`src/rtl/i2c_master_ctrl.sv`:
```
// i2c_master_ctrl: single-master I2C register-access engine. Turns one command into a
// START / dev / reg / data (or read byte + master NACK) / STOP frame on open-drain SCL/SDA.
module i2c_master_ctrl #(
    parameter int unsigned CLK_DIV = 4
) (
    input  logic       clk,
    input  logic       rst,
    input  logic       cmd_valid,
    output logic       cmd_ready,
    input  logic       cmd_rw,
    input  logic [6:0] cmd_dev_addr,
    input  logic [7:0] cmd_reg_addr,
    input  logic [7:0] cmd_wdata,
    output logic       rsp_valid,
    output logic [7:0] rsp_rdata,
    output logic       rsp_nack,
    output logic       busy,
    output logic       scl_oe,
    output logic       sda_oe,
    input  logic       sda_i
);

    typedef enum logic [3:0] {
        StIdle,
        StStart,
        StSendDev,
        StAckDev,
        StSendReg,
        StAckReg,
        StSendData,
        StAckData,
        StReadData,
        StMnack,
        StStop,
        StDone
    } state_e;

    localparam logic [15:0] DivLast = 16'(CLK_DIV - 1);

    state_e      state_q, state_d;
    logic [15:0] div_q, div_d;
    logic [1:0]  phase_q, phase_d;
    logic [2:0]  bit_cnt_q, bit_cnt_d;
    logic [7:0]  shift_q, shift_d;
    logic [7:0]  rx_q, rx_d;
    logic [7:0]  reg_addr_q, reg_addr_d;
    logic [7:0]  wdata_q, wdata_d;
    logic        rw_q, rw_d;
    logic        nack_q, nack_d;
    logic        cmd_ready_q, cmd_ready_d;
    logic        rsp_valid_q, rsp_valid_d;
    logic [7:0]  rsp_rdata_q, rsp_rdata_d;
    logic        rsp_nack_q, rsp_nack_d;
    logic        scl_oe_q, scl_oe_d;
    logic        sda_oe_q, sda_oe_d;

    logic wrap;
    logic sample;
    logic slot_end;

    // Pin drive for a slot type and quarter phase, returned as {scl_oe, sda_oe}.
    function automatic logic [1:0] line_drive(input state_e st, input logic [1:0] ph,
                                              input logic tx_bit);
        logic [1:0] drv;
        drv = 2'b00;
        case (st)
            StStart:                             drv = {ph == 2'd3, ph[1]};
            StSendDev, StSendReg, StSendData:    drv = {~ph[1], ~tx_bit};
            StAckDev, StAckReg, StAckData,
            StReadData, StMnack:                 drv = {~ph[1], 1'b0};
            StStop:                              drv = {ph == 2'd0, ph != 2'd3};
            default:                             drv = 2'b00;
        endcase
        return drv;
    endfunction

    assign wrap     = (div_q == DivLast);
    // sda_i is taken on the last clk of phase 2, i.e. while SCL is high.
    assign sample   = wrap && (phase_q == 2'd2);
    assign slot_end = wrap && (phase_q == 2'd3);

    // Next-state, datapath and registered pin/response values.
    always_comb begin
        state_d     = state_q;
        div_d       = div_q;
        phase_d     = phase_q;
        bit_cnt_d   = bit_cnt_q;
        shift_d     = shift_q;
        rx_d        = rx_q;
        reg_addr_d  = reg_addr_q;
        wdata_d     = wdata_q;
        rw_d        = rw_q;
        nack_d      = nack_q;
        cmd_ready_d = 1'b0;
        rsp_valid_d = 1'b0;
        rsp_rdata_d = rsp_rdata_q;
        rsp_nack_d  = rsp_nack_q;

        if (state_q != StIdle && state_q != StDone) begin
            div_d = wrap ? 16'd0 : div_q + 16'd1;
            if (wrap) begin
                phase_d = phase_q + 2'd1;
            end
        end

        unique case (state_q)
            StIdle: begin
                cmd_ready_d = 1'b1;
                if (cmd_valid && cmd_ready_q) begin
                    cmd_ready_d = 1'b0;
                    state_d     = StStart;
                    shift_d     = {cmd_dev_addr, cmd_rw};
                    reg_addr_d  = cmd_reg_addr;
                    wdata_d     = cmd_wdata;
                    rw_d        = cmd_rw;
                    nack_d      = 1'b0;
                    div_d       = 16'd0;
                    phase_d     = 2'd0;
                    bit_cnt_d   = 3'd7;
                end
            end
            StStart: begin
                if (slot_end) state_d = StSendDev;
            end
            StSendDev, StSendReg, StSendData: begin
                if (slot_end) begin
                    // Counter wraps 0 -> 7, ready for the following byte.
                    bit_cnt_d = bit_cnt_q - 3'd1;
                    shift_d   = {shift_q[6:0], 1'b0};
                    if (bit_cnt_q == 3'd0) begin
                        state_d = (state_q == StSendDev) ? StAckDev :
                                  (state_q == StSendReg) ? StAckReg : StAckData;
                    end
                end
            end
            StAckDev, StAckReg, StAckData: begin
                if (sample && sda_i) nack_d = 1'b1;
                if (slot_end) begin
                    if (nack_q || state_q == StAckData) begin
                        state_d = StStop;
                    end else if (state_q == StAckDev) begin
                        state_d = StSendReg;
                        shift_d = reg_addr_q;
                    end else if (rw_q) begin
                        state_d = StReadData;
                    end else begin
                        state_d = StSendData;
                        shift_d = wdata_q;
                    end
                end
            end
            StReadData: begin
                if (sample) rx_d = {rx_q[6:0], sda_i};
                if (slot_end) begin
                    bit_cnt_d = bit_cnt_q - 3'd1;
                    if (bit_cnt_q == 3'd0) begin
                        state_d     = StMnack;
                        rsp_rdata_d = rx_q;
                    end
                end
            end
            StMnack: begin
                if (slot_end) state_d = StStop;
            end
            StStop: begin
                if (slot_end) state_d = StDone;
            end
            StDone: begin
                rsp_valid_d = 1'b1;
                rsp_nack_d  = nack_q;
                state_d     = StIdle;
            end
            default: begin
                state_d = StIdle;
            end
        endcase

        {scl_oe_d, sda_oe_d} = line_drive(state_d, phase_d, shift_d[7]);
    end

    // State and output registers; reset releases both bus lines immediately.
    always_ff @(posedge clk or negedge rst) begin
        if (!rst) begin
            state_q     <= StIdle;
            div_q       <= 16'd0;
            phase_q     <= 2'd0;
            bit_cnt_q   <= 3'd0;
            shift_q     <= 8'd0;
            rx_q        <= 8'd0;
            reg_addr_q  <= 8'd0;
            wdata_q     <= 8'd0;
            rw_q        <= 1'b0;
            nack_q      <= 1'b0;
            cmd_ready_q <= 1'b1;
            rsp_valid_q <= 1'b0;
            rsp_rdata_q <= 8'd0;
            rsp_nack_q  <= 1'b0;
            scl_oe_q    <= 1'b0;
            sda_oe_q    <= 1'b0;
        end else begin
            state_q     <= state_d;
            div_q       <= div_d;
            phase_q     <= phase_d;
            bit_cnt_q   <= bit_cnt_d;
            shift_q     <= shift_d;
            rx_q        <= rx_d;
            reg_addr_q  <= reg_addr_d;
            wdata_q     <= wdata_d;
            rw_q        <= rw_d;
            nack_q      <= nack_d;
            cmd_ready_q <= cmd_ready_d;
            rsp_valid_q <= rsp_valid_d;
            rsp_rdata_q <= rsp_rdata_d;
            rsp_nack_q  <= rsp_nack_d;
            scl_oe_q    <= scl_oe_d;
            sda_oe_q    <= sda_oe_d;
        end
    end

    assign cmd_ready = cmd_ready_q;
    assign busy      = ~cmd_ready_q;
    assign rsp_valid = rsp_valid_q;
    assign rsp_rdata = rsp_rdata_q;
    assign rsp_nack  = rsp_nack_q;
    assign scl_oe    = scl_oe_q;
    assign sda_oe    = sda_oe_q;

endmodule

```
`config.mk`:
```
export PLATFORM = sky130hd
export DESIGN_NAME = i2c_master_ctrl
export DESIGN_NICKNAME = d
export VERILOG_FILES = /design/src/rtl/i2c_master_ctrl.sv
export SDC_FILE = /design/constraint.sdc
export NUM_CORES = 1
export LEC_CHECK = 0
export ABC_AREA = 0
export CAP_MARGIN = 10
export CORE_UTILIZATION = 50
export CTS_CLUSTER_DIAMETER = 120
export DETAILED_ROUTE_END_ITERATION = 12
export PLACE_DENSITY = 0.84
export SKIP_CTS_REPAIR_TIMING = 1
export SYNTH_ARGS = -nofsm -noshare
export SYNTH_HDL_FRONTEND = slang
export SYNTH_SLANG_ARGS = --single-unit
export TNS_END_PERCENT = 50
```
`constraint.sdc`:
```
create_clock -name clk -period 2.3 [get_ports clk]
set_clock_uncertainty 0.15 [all_clocks]
set_input_delay 0.345 -clock clk [delete_from_list [all_inputs] [get_ports clk]]
set_output_delay 0.345 -clock clk [all_outputs]
set_load 0.02 [all_outputs]
```
==> impl_metrics.sql, run 1 <==
INSERT INTO impl_metrics (metric_group, metric, value, unit) VALUES
('outcome', 'status', 'finished, violations left', ''),
('outcome', 'violations', 'setup timing', ''),
('global_route', 'global_route.usage.met3', '4.17', '%'),
('routing', 'drt_first_iter_violations', '321', ''),
('critical_path', 'worstSetupStartpoint', 'div_q[5]', ''),
('clock_tree', 'cts_tree', 'built', ''),
('routing', 'drt_wl_total', '9030', 'um'),
('run', 'max-cap-violations', '0', ''),
('synth', 'synth.area.mux_share', '5.25', '%'),
('pwr', 'power_dens_cells', '1040', 'nW/um^2'),
('pwr', 'total_leakage_power', '2.18', 'nW'),
('pwr', 'max-vdd-ir-drop', '0.741', 'mV'),
('floorplanning', 'start_util', '52.8', '%'),
('timing', 'worst_setup_margin', '-0.0139', 'ns'),
('synth', 'synth_top_area_cell', 'dfrtp_1', ''),
('critical_path', 'terminus_of_the_critical_flop_to_flop_path', 'sda_oe', ''),
('pwr', 'power.share.switching', '37.8', '%'),
('floorplanning', 'num_rows', '30', ''),
('synth', 'netlist_area', '3650', 'sq um'),
('min_path', 'min_path_type', 'flip-flop to flip-flop', ''),
('global_route', 'first_pass_grt_wire_length', '14700', 'um'),
('timing', 'setup-violations-final', '2', ''),
('routing', 'vias_per_cell', '5.81', ''),
('synth', 'synth_top_family_by_area', 'simple AND/OR/NAND/NOR gates', ''),
('synth', 'synth_async_sr_flop_share', '100', '%'),
('critical_path', 'crit_fanout', '3', ''),
('synth', 'synth_top_area_share', '48.7', '%'),
('cells_and_area', 'fillerInstances', '505', ''),
('critical_path', 'reg2regPathDepth', '7', ''),
('critical_path', 'timing.critical_path.arrival', '2.45', 'ns'),
('synth', 'ys.flop_type', 'dfrtp_1', ''),
('clock_tree', 'clkSlewWorstSetupHoldPaths', '0.08', 'ns'),
('clock_tree', 'cts.path.max_buffers', '2', ''),
('critical_path', 'cpPeakStageDelay', '0.43', 'ns'),
('global_route', 'grt.busiest_layer', 'met2', ''),
('routing', 'detail-route-antenna-nets', '0', ''),
('synth', 'portion_of_the_post_synthesis_area_used_by_sequential_elements', '49.4', '%'),
('synth', 'number_of_warnings_printed_during_yosys_synthesis', '0', ''),
('synth', 'synthSimpleGateAreaFrac', '22.4', '%'),
('global_route', 'global_routing_met2_resource_utilization', '40.6', '%'),
('place', 'placedInstanceArea', '4430', 'sq um'),
('critical_path', 'cp.depth', '7', ''),
('clock_tree', 'cts_made_buffers', '9', ''),
('timing', 'worst_slew_slack_as_a_fraction_of_its_limit', '66.0', '%'),
('global_route', 'grt_util_met1', '34.3', '%'),
('cells_and_area', 'area.growth.synth_to_final', '30.6', '%'),
('pwr', 'power_report.internal_total', '3.07', 'mW'),
('global_route', 'maximum_number_of_pins_on_one_net_before_global_route_repair', '73', ''),
('routing', 'wl_per_cell', '16.4', 'um'),
('pwr', 'comb_power_share', '38.9', '%'),
('timing', 'timing.final.hold_violations', '0', ''),
('pwr', 'seqPwrFrac', '38.3', '%'),
('global_route', 'overflow', '0', ''),
('routing', 'dr_total_vias', '3194', ''),
('critical_path', 'path_delay_family', 'simple AND/OR/NAND/NOR gates', ''),
('timing', 'grt_setup_unrepaired', 'yes', ''),
('synth', 'synthTopCellsByCount', '71 x dfrtp_1, 65 x nand2_1, 22 x inv_1, 22 x nor2_1, 17 x mux2_2', ''),
('timing', 'worst_slew_pin_slew', '0.508', 'ns'),
('cells_and_area', 'regArea', '1810', 'sq um'),
('routing', 'detail_route.drc_violations', '0', ''),
('timing', 'maxClockFrequency', '432', 'MHz'),
('place', 'gp_congestion', '0.944', ''),
('global_route', 'grt_antenna_before_repair', '0', ''),
('pwr', 'power_share_of_the_clock_group', '22.8', '%'),
('timing', 'fin_crit_sh', '101', '%'),
('floorplanning', 'die_w', '87.4', 'um'),
('critical_path', 'setup.worst_path.class', 'flip-flop to flip-flop', ''),
('place', 'hpwl', '5950', 'um'),
('timing', 'final.min_clock_period', '2.31', 'ns'),
('critical_path', 'endpoint', 'sda_oe', ''),
('floorplanning', 'chipHeight', '87.4', 'um');
worst register-to-register path, delay by kind of cell, from the launching register on:
kind / cells / cell delay (ns)
buf+inv: 1 / 0.08
simple gates: 4 / 1.09
flops: 1 / 0.43
compound gates: 2 / 0.50
power by group through the flow:
stage	Combinational [mW]	Sequential [mW]	Clock, mW
3_3_place_gp	1.69	1.86	0
4_1_cts	1.78	1.86	1.14
3_5_place_dp	1.75	1.88	0
6_report	1.92	1.89	1.12
5_1_grt	2.09	1.92	1.20
2_1_floorplan	1.15	1.81	0
sequential cells by signal, indices dropped and copies added, names as in the netlist, 3 cells and up:
register,cells
rx_q,8
state_q,4
wdata_q,8
bit_cnt_q,3
div_q,16
rsp_rdata,8
reg_addr_q,8
shift_q,8
how the worst min path moves through the flow:
stage                  startpoint       endpoint  slack, ns  cells after the start
floorplan                     rst   bit_cnt_q[0]      -0.10                      0
finish              reg_addr_q[1]  reg_addr_q[1]       0.33                      2
detailed placement            rst   rsp_rdata[3]       0.25                      2
global placement              rst   rsp_rdata[4]       0.24                      2
global route         cmd_wdata[5]     wdata_q[5]       0.36                      3
CTS                           rst   rsp_rdata[3]      -0.14                      2
routing by layer:
metal / vias to the layer above / share of wire (%)
li1: 1468 / -
met1: 1555 / 42
met2: 150 / 50
met3: 21 / 5.8
met4: 0 / 2.3
met5: - / 0
cells in the final DEF (no fill, tap or decap), drive strengths merged, types with 6 or more instances in the layout:
cell / netlist / final
dfrtp: 71 / 71
nand2: 66 / 66
buf: 9 / 43
clkdlybuf4s50: 0 / 40
inv: 23 / 24
nor2: 22 / 22
mux2: 17 / 17
nor3: 16 / 16
a22oi: 14 / 14
nand3: 14 / 14
o21ai: 11 / 11
xnor2: 11 / 11
clkbuf: 8 / 9
a21oi: 8 / 8
or3: 7 / 7
o221ai: 7 / 7
nand4: 6 / 6
and2: 6 / 6
nor4: 6 / 6
logic make-up after synthesis:
family                   count (synthesis)
multiplexers                            17
XOR/XNOR                                14
AND/OR/NAND/NOR                        159
AO/OA/AOI/OAI                           65
buffers and inverters                   40
adder cells (fa/ha/maj)                  5
flip-flops                              72
layout make-up:
| type | count | share of cell area, % |
|---|---|---|
| clock buffer | 9 | 2.60 |
| sequential | 72 | 37.9 |
| inverter | 23 | 1.81 |
| tap | 96 | 2.52 |
| timing repair buffer | 84 | 16.1 |
| clock inverter | 6 | 1.97 |
| multi-input combinational | 260 | 37.1 |
stage by stage:
| step | utilization [%] | std cells | setup TNS [ns] | setup WS (ns) | power, mW |
|---|---|---|---|---|---|
| after global routing | 69.0 | 550 | -0.281 | -0.133 | 5.21 |
| after detailed placement | 64.2 | 532 | -0.127 | -0.0577 | 3.64 |
| after CTS | 67.3 | 547 | -0.440 | -0.111 | 4.78 |
| final | 69.0 | 550 | -0.0213 | -0.0139 | 4.94 |
| after floorplan | - | 372 | 0 | 0.0441 | 2.95 |
| after global placement | 64.2 | 532 | 0 | 0.0453 | 3.54 |
(Power assumes the default switching activity.)
==> run 2, diff against run 1 <==
--- a/config.mk
+++ b/config.mk
@@ -8,10 +8,10 @@
 export ABC_AREA = 0
 export CAP_MARGIN = 10
 export CORE_UTILIZATION = 50
+export CTS_BUF_LIST = sky130_fd_sc_hd__clkbuf_8 sky130_fd_sc_hd__clkbuf_16
 export CTS_CLUSTER_DIAMETER = 120
 export DETAILED_ROUTE_END_ITERATION = 12
 export PLACE_DENSITY = 0.84
-export SKIP_CTS_REPAIR_TIMING = 1
 export SYNTH_ARGS = -nofsm -noshare
 export SYNTH_HDL_FRONTEND = slang
 export SYNTH_SLANG_ARGS = --single-unit
==> constraint.sdc (replaced) <==
create_clock -name clk -period 2.3 [get_ports clk]
set_clock_uncertainty 0.15 [all_clocks]
set_input_delay 0.69 -clock clk [delete_from_list [all_inputs] [get_ports clk]]
set_output_delay 0.69 -clock clk [all_outputs]
set_load 0.02 [all_outputs]
==> run 2 against run 1 <==
- the run still ends with setup timing left
- combinational power increased by 12%
- routed wire length grew 3.4%
- total power rose by 1.3%
- global-route usage grew 1.0 points
- via count rose by 2.1%
- worst setup slack better by 0.0080 ns
- die area unchanged
- clock power is 11% lower
- sequential share of layout area decreased by 0.86 points
- cell area rose by 2.4%
- sequential power down 2%
- critical path type unchanged
- largest power group unchanged
==> impl_metrics.sql, run 2 (synthesized netlist as in run 1, its figures left out) <==
INSERT INTO impl_metrics (metric_group, metric, value, unit) VALUES
('clock_tree', 'cts_made_buffers', '9', ''),
('routing', 'dr_total_vias', '3260', ''),
('global_route', 'first_pass_grt_wire_length', '15100', 'um'),
('floorplanning', 'chipHeight', '87.4', 'um'),
('timing', 'fin_crit_sh', '100', '%'),
('pwr', 'comb_power_share', '43.0', '%'),
('outcome', 'status', 'finished, violations left', ''),
('cells_and_area', 'area.growth.synth_to_final', '33.7', '%'),
('timing', 'timing.final.hold_violations', '0', ''),
('global_route', 'global_route.usage.met3', '6.92', '%'),
('critical_path', 'crit_fanout', '11', ''),
('place', 'post-place-cells', '545', ''),
('critical_path', 'setup.worst_path.class', 'flip-flop to flip-flop', ''),
('cells_and_area', 'final_nets', '497', ''),
('global_route', 'grt_pass1_vias', '3218', ''),
('pwr', 'max-vdd-ir-drop', '0.564', 'mV'),
('cells_and_area', 'antenna_cells', '0', ''),
('routing', 'drt_pass1_iterations', '5', ''),
('cells_and_area', 'layout_commonest_cell', 'dfrtp_1', ''),
('routing', 'drt_wl_total', '9340', 'um'),
('global_route', 'grt_antenna_before_repair', '0', ''),
('timing', 'report.final.slew_viol_count', '0', ''),
('routing', 'drt_first_iter_violations', '267', ''),
('pwr', 'power_dens_cells', '1030', 'nW/um^2'),
('timing', 'worst_slew_pin_slew', '0.540', 'ns'),
('clock_tree', 'clkLatencyLatePin', '0.35', 'ns'),
('critical_path', 'worst_setup_sp_type', 'flip-flop', ''),
('timing', 'setup-violations-final', '1', ''),
('floorplanning', 'die_w', '87.4', 'um'),
('pwr', 'power_share_of_the_clock_group', '20.0', '%'),
('pwr', 'total_leakage_power', '2.24', 'nW'),
('global_route', 'grt_util_met1', '34.1', '%'),
('global_route', 'global_routing_met2_resource_utilization', '42.3', '%'),
('cells_and_area', 'largest_register_ffs', '16', ''),
('global_route', 'maximum_number_of_pins_on_one_net_before_global_route_repair', '31', ''),
('critical_path', 'req_time_crit_path', '2.37', 'ns'),
('floorplanning', 'core_area', '6910', 'sq um'),
('pwr', 'p_switching', '1.91', 'mW'),
('timing', 'worst_setup_margin', '-0.00583', 'ns'),
('critical_path', 'timing.critical_path.arrival', '2.38', 'ns'),
('routing', 'wl_per_cell', '16.5', 'um'),
('floorplanning', 'num_rows', '30', ''),
('timing', 'timing.setup.tns', '-0.00583', 'ns'),
('global_route', 'overflow', '0', ''),
('place', 'gp_congestion', '0.924', ''),
('global_route', 'grt.busiest_layer', 'met2', ''),
('timing', 'grt_setup_unrepaired', 'yes', ''),
('floorplanning', 'start_util', '52.8', '%'),
('clock_tree', 'cts.path.max_buffers', '2', ''),
('clock_tree', 'h-tree-depth', '3', ''),
('outcome', 'violations', 'setup timing', ''),
('pwr', 'power_report.internal_total', '3.10', 'mW'),
('timing', 'worst_slew_slack_as_a_fraction_of_its_limit', '64.0', '%'),
('cells_and_area', 'layout.cells.most_common_list', '68 x dfrtp_1, 65 x nand2_1, 53 x buf_4', ''),
('clock_tree', 'clock_sinks', '72', ''),
('place', 'hpwl', '6370', 'um'),
('routing', 'vias_per_cell', '5.77', ''),
('clock_tree', 'clkSlewWorstSetupHoldPaths', '0.08', 'ns'),
('clock_tree', 'ctsHoldBuffers', '0', ''),
('routing', 'detail-route-antenna-nets', '0', ''),
('cells_and_area', 'drive_gt1_share', '26.7', '%'),
('routing', 'detail_route.drc_violations', '0', ''),
('pwr', 'seqPwrFrac', '37.0', '%'),
('pwr', 'power.share.switching', '38.1', '%'),
('cells_and_area', 'register_with_the_most_flip_flops', 'div_q', ''),
('clock_tree', 'cts_tree', 'built', ''),
('timing', 'maxClockFrequency', '434', 'MHz'),
('cells_and_area', 'fillerInstances', '494', ''),
('floorplanning', 'die_area', '7640', 'sq um'),
('min_path', 'min_path_type', 'input pin to async pin', ''),
('global_route', 'globalRouteTotalUtil', '26.4', '%'),
('timing', 'final.min_clock_period', '2.31', 'ns'),
('critical_path', 'setup.worst_path.end_class', 'flip-flop', ''),
('run', 'max-cap-violations', '0', ''),
('clock_tree', 'clockRootBuffer', 'clkbuf_8', ''),
('place', 'numPortBuffers', '41', ''),
('cells_and_area', 'final_cell_count_no_fill', '565', ''),
('floorplanning', 'ioPinCount', '42', '');
[run 2: worst max-delay path, stage by stage (launching register included)]
cell and delay (ns):
dfrtp_2 0.49, buf_12 0.17, and3b_1 0.18, o211ai_1 0.37, a41oi_2 0.22, nor3_1 0.23, a21boi_1 0.26, o32ai_2 0.11
[run 2: layout make-up]
type                    instances  area [sq um]  share of cell area (%)
repair buffers                 98           872                    17.9
well taps                      96           120                    2.46
flip-flops and latches         72          1810                    37.0
clock inverters                 7          71.3                    1.46
inverters                      23          86.3                    1.77
clock buffers                   9           124                    2.54
multi-input cells             260          1800                    36.9
[run 2: power groups by stage]
| stage | Combinational (mW) | Sequential, mW | Clock, mW |
|---|---|---|---|
| after floorplan | 1.15 | 1.81 | 0 |
| after global placement | 1.80 | 1.83 | 0 |
| after detailed placement | 1.88 | 1.85 | 0 |
| after CTS | 1.96 | 1.83 | 1.01 |
| after global routing | 2.36 | 1.89 | 1.07 |
| final | 2.15 | 1.85 | 1.00 |
[run 2: worst paths after layout]
kind | cells past startpoint | slack [ns] | end | from
max | 7 | -0.006 | scl_oe | state_q[0]
min | 1 | 0.17 | reg_addr_q[7] | rst
max reg2reg | 7 | -0.006 | scl_oe | state_q[0]
min reg2reg | 2 | 0.33 | wdata_q[7] | wdata_q[7]
max in group asynchronous | 2 | 1.27 | div_q[14] | rst
min in group clk | 2 | 0.33 | wdata_q[7] | wdata_q[7]
[run 2: per-stage QoR]
stage	hold WS, ns	worst slack (ns)	cell area, sq um	utilization (%)	power [mW]
6_report	0.167	-0.00583	4880	70.7	5.00
4_1_cts	0.169	-0.0115	4770	69.0	4.80
2_1_floorplan	0.244	0.0441	3650	-	2.95
3_3_place_gp	0.310	-0.259	4530	65.6	3.63
3_5_place_dp	0.315	-0.322	4530	65.6	3.73
5_1_grt	0.181	-0.135	4880	70.7	5.32
[run 2: metal layers]
metal / up-vias / wire length (um)
met5: - / 0
met4: 0 / 275
met3: 35 / 583
met2: 147 / 4670
met1: 1567 / 3820
li1: 1511 / -
[run 2: what timing repair did]
item / CTS / global route
buffers inserted: 1 / 3
pin swaps: 2 / 5
endpoints found under the setup margin: 11 / 18
gates resized for setup: 10 / 21
==> run 3, diff against run 2 <==
--- a/config.mk
+++ b/config.mk
@@ -12,6 +12,7 @@
 export CTS_CLUSTER_DIAMETER = 120
 export DETAILED_ROUTE_END_ITERATION = 12
 export PLACE_DENSITY = 0.84
+export SETUP_SLACK_MARGIN = 0.2
 export SYNTH_ARGS = -nofsm -noshare
 export SYNTH_HDL_FRONTEND = slang
 export SYNTH_SLANG_ARGS = --single-unit
==> run 3 against run 2 <==
- the flow still finishes with violations (setup timing)
- register-to-register slack worse by 0.08 ns
- sequential power hardly changed
- core utilization is 5.4 points higher
- global-route usage is 1.4 points higher
- cell count is 1.8% higher
- sequential share of layout area is 2.6 points lower
- cell area is 7.6% higher
- clock power is 24% higher
- worst setup slack worse by 0.078 ns
- total power is 11% higher
- critical path type unchanged
==> impl_metrics.sql, run 3 (synthesized netlist as in run 1, its figures left out) <==
INSERT INTO impl_metrics (metric_group, metric, value, unit) VALUES
('critical_path', 'regToRegSetupSlack', '-0.08', 'ns'),
('cells_and_area', 'area.growth.synth_to_final', '43.8', '%'),
('critical_path', 'critical_path.n_buffers_inverters', '1', ''),
('floorplanning', 'chipHeight', '87.4', 'um'),
('cells_and_area', 'register_with_the_most_flip_flops', 'div_q', ''),
('clock_tree', 'cts_made_buffers', '9', ''),
('timing', 'maxClockFrequency', '420', 'MHz'),
('timing', 'report.final.slew_viol_count', '0', ''),
('global_route', 'global_route.usage.met3', '5.59', '%'),
('run', 'max-cap-violations', '0', ''),
('cells_and_area', 'antenna_cells', '0', ''),
('min_path', 'min_path_type', 'input pin to async pin', ''),
('place', 'numPortBuffers', '41', ''),
('cells_and_area', 'layout.cells.most_common_list', '66 x dfrtp_1, 65 x nand2_1, 55 x buf_4', ''),
('clock_tree', 'clkSlewWorstSetupHoldPaths', '0.09', 'ns'),
('routing', 'detail-route-antenna-nets', '0', ''),
('global_route', 'grt_util_met1', '33.7', '%'),
('place', 'hpwl', '6160', 'um'),
('clock_tree', 'clkLatencyLatePin', '0.36', 'ns'),
('timing', 'fin_crit_sh', '104', '%'),
('critical_path', 'cpPeakStageDelay', '0.44', 'ns'),
('critical_path', 'launching_point_of_the_worst_reg2reg_path', 'div_q[12]', ''),
('timing', 'setup-violations-final', '1', ''),
('critical_path', 'terminus_of_the_critical_flop_to_flop_path', 'sda_oe', ''),
('routing', 'drt_pass1_iterations', '7', ''),
('routing', 'vias_per_cell', '6.15', ''),
('critical_path', 'reg2regPathDepth', '7', ''),
('routing', 'drt_first_iter_violations', '506', ''),
('place', 'dp_slack', '-0.259', 'ns'),
('critical_path', 'setup.worst_path.end_class', 'flip-flop', ''),
('global_route', 'first_pass_grt_wire_length', '16100', 'um'),
('clock_tree', 'cts_tree', 'built', ''),
('global_route', 'globalRouteTotalUtil', '27.8', '%'),
('timing', 'timing.final.hold_violations', '0', ''),
('routing', 'detail_route.drc_violations', '0', ''),
('critical_path', 'critical_path_cell_list', 'nor4_4, and3_4, nand2_4, a2111oi_4, inv_2, or3_4, o211ai_2', ''),
('cells_and_area', 'layout_commonest_cell', 'dfrtp_1', ''),
('floorplanning', 'die_w', '87.4', 'um'),
('pwr', 'max-vdd-ir-drop', '0.608', 'mV'),
('global_route', 'grt_pass1_vias', '3368', ''),
('cells_and_area', 'utilization', '76.0', '%'),
('clock_tree', 'clock_sinks', '72', ''),
('critical_path', 'timing.critical_path.arrival', '2.52', 'ns'),
('clock_tree', 'h-tree-depth', '3', ''),
('timing', 'worst_slew_slack_as_a_fraction_of_its_limit', '57.4', '%'),
('cells_and_area', 'largest_register_ffs', '16', ''),
('timing', 'worst_setup_margin', '-0.0837', 'ns'),
('outcome', 'violations', 'setup timing', ''),
('cells_and_area', 'final_cell_count_no_fill', '575', ''),
('pwr', 'power_dens_cells', '1060', 'nW/um^2'),
('clock_tree', 'clockRootBuffer', 'clkbuf_8', ''),
('critical_path', 'req_time_crit_path', '2.44', 'ns'),
('floorplanning', 'die_area', '7640', 'sq um'),
('critical_path', 'crit_fanout', '3', ''),
('pwr', 'total_leakage_power', '2.61', 'nW'),
('critical_path', 'crit_slowest_cell', 'a2111oi_4', ''),
('global_route', 'overflow', '0', ''),
('timing', 'worst_slew_pin_slew', '0.638', 'ns'),
('clock_tree', 'cts.path.max_buffers', '2', ''),
('routing', 'wl_per_cell', '19.1', 'um'),
('floorplanning', 'core_area', '6910', 'sq um'),
('global_route', 'grt_antenna_before_repair', '0', ''),
('place', 'post-place-cells', '536', ''),
('floorplanning', 'num_rows', '30', ''),
('critical_path', 'worst_setup_sp_type', 'flip-flop', ''),
('floorplanning', 'start_util', '52.8', '%'),
('routing', 'dr_total_vias', '3538', ''),
('routing', 'drt_wl_total', '11000', 'um'),
('global_route', 'grt.busiest_layer', 'met2', ''),
('cells_and_area', 'final_nets', '508', ''),
('cells_and_area', 'drive_gt1_share', '32.4', '%'),
('global_route', 'global_routing_met2_resource_utilization', '46.6', '%'),
('timing', 'grt_setup_unrepaired', 'yes', ''),
('timing', 'fin_worst_hold_slack', '0.168', 'ns'),
('global_route', 'maximum_number_of_pins_on_one_net_before_global_route_repair', '28', ''),
('floorplanning', 'ioPinCount', '42', ''),
('place', 'gp_congestion', '0.913', ''),
('outcome', 'status', 'finished, violations left', ''),
('timing', 'final.min_clock_period', '2.38', 'ns'),
('critical_path', 'setup.worst_path.class', 'flip-flop to flip-flop', ''),
('critical_path', 'path_delay_family', 'simple AND/OR/NAND/NOR gates', '');
[run 3: cell count changes in the layout (fill, tap and decap cells not counted), sizes merged]
cell           delta
dlymetal6s2s     +12
dlygate4sd2       -2
inv               -2
buf              +11
bufinv            +2
clkbuf            +1
clkdlybuf4s50    -12
clkdlybuf4s15     +2
clkinv            -2
[run 3: routing by layer]
layer	vias to the layer above	share of wire (%)
li1	1518	-
met1	1748	38
met2	219	51
met3	53	6.6
met4	0	3.9
met5	-	0
[run 3: what timing repair did]
action                     4_1_cts  5_1_grt
setup buffers                    9       15
gates resized for setup         32       63
setup endpoints to repair       52       60
pin swaps                       12       23
hold buffers                     0        0
[run 3: stage by stage]
stage	instance area (sq um)	total power [mW]	TNS (ns)
after global routing	5250	5.83	-0.222
after global placement	4470	3.59	-0.381
after floorplan	3660	2.96	0
after CTS	4900	5.13	0
final	5250	5.55	-0.0837
after detailed placement	4470	3.68	-0.690
[run 3: worst max-delay path by stage]
stage / cells past startpoint / startpoint / endpoint / slack (ns)
4_1_cts: 8 / div_q[1] / sda_oe / 0.001
2_1_floorplan: 8 / div_q[5] / sda_oe / 0.08
6_report: 7 / div_q[12] / sda_oe / -0.08
5_1_grt: 7 / div_q[7] / sda_oe / -0.15
3_3_place_gp: 7 / cmd_valid / sda_oe / -0.24
3_5_place_dp: 7 / cmd_valid / sda_oe / -0.26
[run 3: layout make-up]
| type | count | area, sq um |
|---|---|---|
| clock inverter | 5 | 105 |
| clock buffer | 10 | 138 |
| sequential | 72 | 1810 |
| inverter | 23 | 86.3 |
| fill | 405 | 1660 |
| multi-input combinational | 260 | 1970 |
| timing repair buffer | 109 | 1020 |
| tap | 96 | 120 |
[run 3: where the power goes]
part,leakage [nW],internal [mW],switching (mW)
Combinational,1.56,1.12,1.32
Clock,0.115,0.744,0.494
Sequential,0.935,1.60,0.270
Total,2.61,3.47,2.08
[run 3: worst register-to-register path: cells and delay by family (launching register included)]
kind	cells	cell delay, ns
AOI/OAI and AO/OA	2	0.59
and+or+nand+nor	4	1.09
buffers and inverters	1	0.09
DFF	1	0.42
